<file path="src/rtl/mux_sel_scheduler.sv">
// mux_sel_scheduler: round-robin channel scheduler producing the 2-bit select
// for the downstream four-input mux_processor. Each grant is held for a
// programmable dwell count; a grant can be released early by its requester.
// Optional build macro: MUX_SCHED_PRIO_EN makes channel 0 urgent (it preempts
// any other grant and wins from idle). Undefined = pure round-robin.
//
// state   | meaning
// --------+----------------------------------------------------------
// S_IDLE  | no grant active, VALID=0, GNT=0, SEL holds last value
// S_GRANT | grant active on SEL, cnt counts remaining dwell cycles

module mux_sel_scheduler #(
   parameter int DWELL_W = 4
) (
   input  logic               CLK,
   input  logic               RST,
   input  logic               EN,
   input  logic [3:0]         REQ,
   input  logic [DWELL_W-1:0] DWELL,
   output logic [1:0]         SEL,
   output logic [3:0]         GNT,
   output logic               VALID,
   output logic               SWITCH
);

   typedef enum logic {
      S_IDLE  = 1'b0,
      S_GRANT = 1'b1
   } state_t;

   state_t             state;
   logic [DWELL_W-1:0] cnt;
   logic [1:0]         last;

   logic [1:0]         pick;
   logic [1:0]         grant_ch;
   logic               do_grant;
   logic               go_idle;
   logic [DWELL_W-1:0] load_val;

   // First requester in the order last+1, last+2, last+3, last (mod 4).
   // Iterating from the farthest offset down lets the nearest one win.
   function automatic logic [1:0] next_ch(input logic [3:0] req, input logic [1:0] from);
      logic [1:0] ch;
      next_ch = from;
      for (int k = 4; k >= 1; k--) begin
         ch = from + 2'(k);
         if (req[ch]) next_ch = ch;
      end
   endfunction

   // Dwell of 0 behaves as 1, so the reload value saturates at 0.
   always_comb begin
      load_val = (DWELL == '0) ? '0 : DWELL - DWELL_W'(1);
   end

   // Decide whether the next edge starts a grant, drops to idle, or keeps counting.
   always_comb begin
      pick     = next_ch(REQ, last);
      grant_ch = pick;
      do_grant = 1'b0;
      go_idle  = 1'b0;
      case (state)
         S_IDLE: begin
            if (EN && (|REQ)) begin
               do_grant = 1'b1;
`ifdef MUX_SCHED_PRIO_EN
               if (REQ[0]) grant_ch = 2'd0;
`endif
            end else begin
               go_idle = 1'b1;
            end
         end
         S_GRANT: begin
            if (!EN) begin
               go_idle = 1'b1;
            end
`ifdef MUX_SCHED_PRIO_EN
            else if ((SEL != 2'd0) && REQ[0]) begin
               do_grant = 1'b1;
               grant_ch = 2'd0;
            end
`endif
            else if (!REQ[SEL] || (cnt == '0)) begin
               if (|REQ) do_grant = 1'b1;
               else      go_idle  = 1'b1;
            end
         end
         default: go_idle = 1'b1;
      endcase
   end

   // Registered FSM and outputs; SEL is only updated when a new grant starts.
   always_ff @(posedge CLK or posedge RST) begin
      if (RST) begin
         state  <= S_IDLE;
         SEL    <= 2'd0;
         GNT    <= 4'b0000;
         VALID  <= 1'b0;
         SWITCH <= 1'b0;
         cnt    <= '0;
         last   <= 2'd3;
      end else if (do_grant) begin
         state  <= S_GRANT;
         SEL    <= grant_ch;
         last   <= grant_ch;
         GNT    <= 4'b0001 << grant_ch;
         VALID  <= 1'b1;
         SWITCH <= 1'b1;
         cnt    <= load_val;
      end else if (go_idle) begin
         state  <= S_IDLE;
         GNT    <= 4'b0000;
         VALID  <= 1'b0;
         SWITCH <= 1'b0;
      end else begin
         cnt    <= cnt - DWELL_W'(1);
         SWITCH <= 1'b0;
      end
   end

endmodule
</file>
<file path="config.mk">
export PLATFORM = sky130hd
export DESIGN_NAME = mux_sel_scheduler
export DESIGN_NICKNAME = d
export VERILOG_FILES = /design/src/rtl/mux_sel_scheduler.sv
export SDC_FILE = /design/constraint.sdc
export NUM_CORES = 1
export LEC_CHECK = 0
export ABC_CLOCK_PERIOD_IN_PS = 2270
export BUFFER_PORTS_ARGS = -buffer_cell sky130_fd_sc_hd__buf_2
export CAP_MARGIN = 10
export CORE_MARGIN = 3
export CORE_UTILIZATION = 42
export CTS_BUF_LIST = sky130_fd_sc_hd__clkbuf_2
export DETAILED_ROUTE_END_ITERATION = 16
export SLEW_MARGIN = 10
export SYNTH_ARGS = -nofsm -noshare
export SYNTH_HDL_FRONTEND = slang
export SYNTH_SLANG_ARGS = --single-unit
</file>
<file path="constraint.sdc">
create_clock -name CLK -period 2.27 [get_ports CLK]
set_input_delay 0.3405 -clock CLK [delete_from_list [all_inputs] [get_ports CLK]]
set_output_delay 0.3405 -clock CLK [all_outputs]
set_load 0.005 [all_outputs]
</file>
==> metrics.txt <==
post-DP HPWL=1.40 mm; setup TNS=0 ns; Final Wtd Congestion=0.865; Overflow after GRT=0; Post-CTS Setup Inserts=0; flop-to-flop setup slack=0.51 ns; worst r2r src=SEL[0]; Clock Tree Buf Depth=2; share of cells above drive strength 1=29.8%; R2R depth=4; first-pass GRT wire length=~3 mm; f_max=~570 MHz; skew final=about 0.0064 ns; global route hottest layer=met1; Synth area leaders=dfrtp_1 (37%), a21oi_1 (7.3%), dfstp_2 (6.4%); CP endpoint kind=register; Worst-Skew Late Latency=~0.27 ns; gr usage total=between 15 and 20%; share of the synthesized area in the top cell type=a little under two fifths; min cycle time layout=between 1.5 and 2 ns; Worst Setup SP=SEL[0]; Final Non-Filler Cells=roughly 130; Arr. time, crit path=approximately 1.9 ns; core footprint=about 1800 µm²; Mapped Cells=between 80 and 90; port buffer count=18; top_reg_cell synth=dfrtp_1; Startpoint Class=register; TritonCTS Sinks=14; final hold slack=about 0.078 ns; Avg Cell Area, Syn=approximately 10 µm²; post-synthesis sequential area ratio=43.1%; Util after Layout=a little over half; largest net degree at the start of global routing=17; # rows=15; CP endpoint=SEL[0]; CTS root buf=clkbuf_2; Yosys reg bits=14; GR Layer Usage met1=between 20% and 30%; RSZ-0062 raised after global routing=no; max_cap viols=0; vias in the first global route=between 600 and 700; IR drop worst, VDD=0.419 mV; Reg2Reg Capture Point=SEL[0]; EDFF count, synth=0; Syn-to-layout area delta=15.6%; P_leak=approximately 0.00042 µW; # IOs=19; worst slew pin tran=roughly 0.57 ns; routing usage on met2=between 20% and 30%; Yosys top cell by area=dfrtp_1; DR WL/cell=15.0 µm; nets=about 120; final WL=just under 2 mm; Final ANT Viol Nets=0; Hold Crit Class=in -> async; kind of critical path=reg -> reg; Post-Synthesis Cell Area=818 µm²; Die Y=approximately 50 µm; # setup viols final=0; worst endpoint required time=approximately 2.4 ns; Die Wd=50.1 µm; fin area=around 950 µm²; max_slew headroom=61.8%; grt met3 use=~4.2%; TritonCTS clock tree=done; Cell Pwr Density=~1000 nW/µm²; YS warnings=0; Post-CTS Hold Fix Bufs=0; status=finished, final reports clean; total iterations of the first detailed-routing run=4; H-tree depth=1; final slew viol count=0; Async S/R FF share, synth=100%; initial antenna violation count=0; clock-pin slew on the worst setup and hold paths=0.14 ns; drt first-iter violations=19; Synth cell types=32; Syn Nets=96; CTS buffer count=3; Initial Util=about 46%; final antenna diode count=0; # DRC=0; Via Count=756; Die ar.=~2500 µm²; via/cell ratio=around 5.9; final hold vios=0; cell area after placement=a little over 900 µm²; Placed Cells=around 130; worst-path fanout max=16; period utilisation layout=77.5%; Post-CTS Resized=0; most frequent cells after synthesis=a21oi_1 (12), dfrtp_1 (12), inv_1 (5), nor2_1 (5)
[flip-flops by register name, indices dropped and copies added, names as in the netlist]
signal,count
SEL,2
last,2
GNT,4
SWITCH,1
cnt,4
state,1
[stage by stage]
| step | setup slack (ns) | power (µW) |
|---|---|---|
| after global routing | 0.409 | 1030 |
| after CTS | 0.529 | 963 |
| final | 0.512 | 962 |
| after floorplan | 0.615 | 716 |
| after global placement | 0.506 | 832 |
| after detailed placement | 0.502 | 840 |
[critical path, cell delays in order (launching register included)]
cell and delay [ns]:
dfrtp_1 0.42, mux4_2 0.53, o211a_2 0.25, nor2_1 0.32, a21oi_1 0.12
[layout by cell type (no fill, tap or decap)]
master	count
clkinv_1	1
ha_1	1
nand3_1	4
a31oi_1	1
o211ai_1	2
nor2_1	5
buf_4	1
o211a_2	1
buf_2	18
a21oi_1	12
o21ai_0	4
a221oi_1	1
o41ai_2	2
or4_1	1
nand2b_1	4
nand3b_1	1
a211oi_1	1
or4b_2	1
dfrtp_1	12
mux4_2	1
or3_1	1
or2_2	2
clkbuf_2	3
o41ai_1	3
a211o_1	1
o311ai_0	4
dfstp_2	2
nand2_1	2
inv_1	5
nor3_1	3
mux2i_1	1
nor2b_1	1
a22oi_1	2
[where the power goes]
| group | internal [µW] | total, µW | leakage, µW | switching, µW |
|---|---|---|---|---|
| sequential | 351 | 444 | 0.000171 | 92.8 |
| combinational | 182 | 401 | 0.000231 | 219 |
| clock | 38.3 | 117 | 0.0000140 | 78.8 |
| total | 571 | 962 | 0.000416 | 391 |
[worst min path at each step]
stage	to	slack [ns]	cells after the start
floorplan	GNT[0]	0.23	1
global placement	SWITCH	0.40	2
detailed placement	SWITCH	0.41	2
CTS	SWITCH	0.08	2
global route	SWITCH	0.08	2
finish	SWITCH	0.08	2
[final cells by class]
| cell class | count | area [µm²] |
|---|---|---|
| Tap cell | 25 | 31.3 |
| Fill cell | 170 | 837 |
| Multi-Input combinational cell | 62 | 427 |
| Clock buffer | 3 | 15.0 |
| Timing Repair Buffer | 19 | 97.6 |
| Inverter | 5 | 18.8 |
| Sequential cell | 14 | 353 |
| Clock inverter | 1 | 3.75 |
[metal layers]
metal	part of all wire [%]	wire [µm]	vias to the layer above
li1	-	-	367
met1	52	999	364
met2	42	822	21
met3	4.6	89	4
met4	1.3	25	0
met5	0	0	-
[cells by family after synthesis]
group	Yosys count	synth area share (%)
flops	14	43.1
buf+inv	8	4.74
compound gates	34	30.0
simple gates	25	16.7
fa+ha+maj	1	1.53
mux	2	3.98
Note: power is estimated with default switching activity, not from simulation.
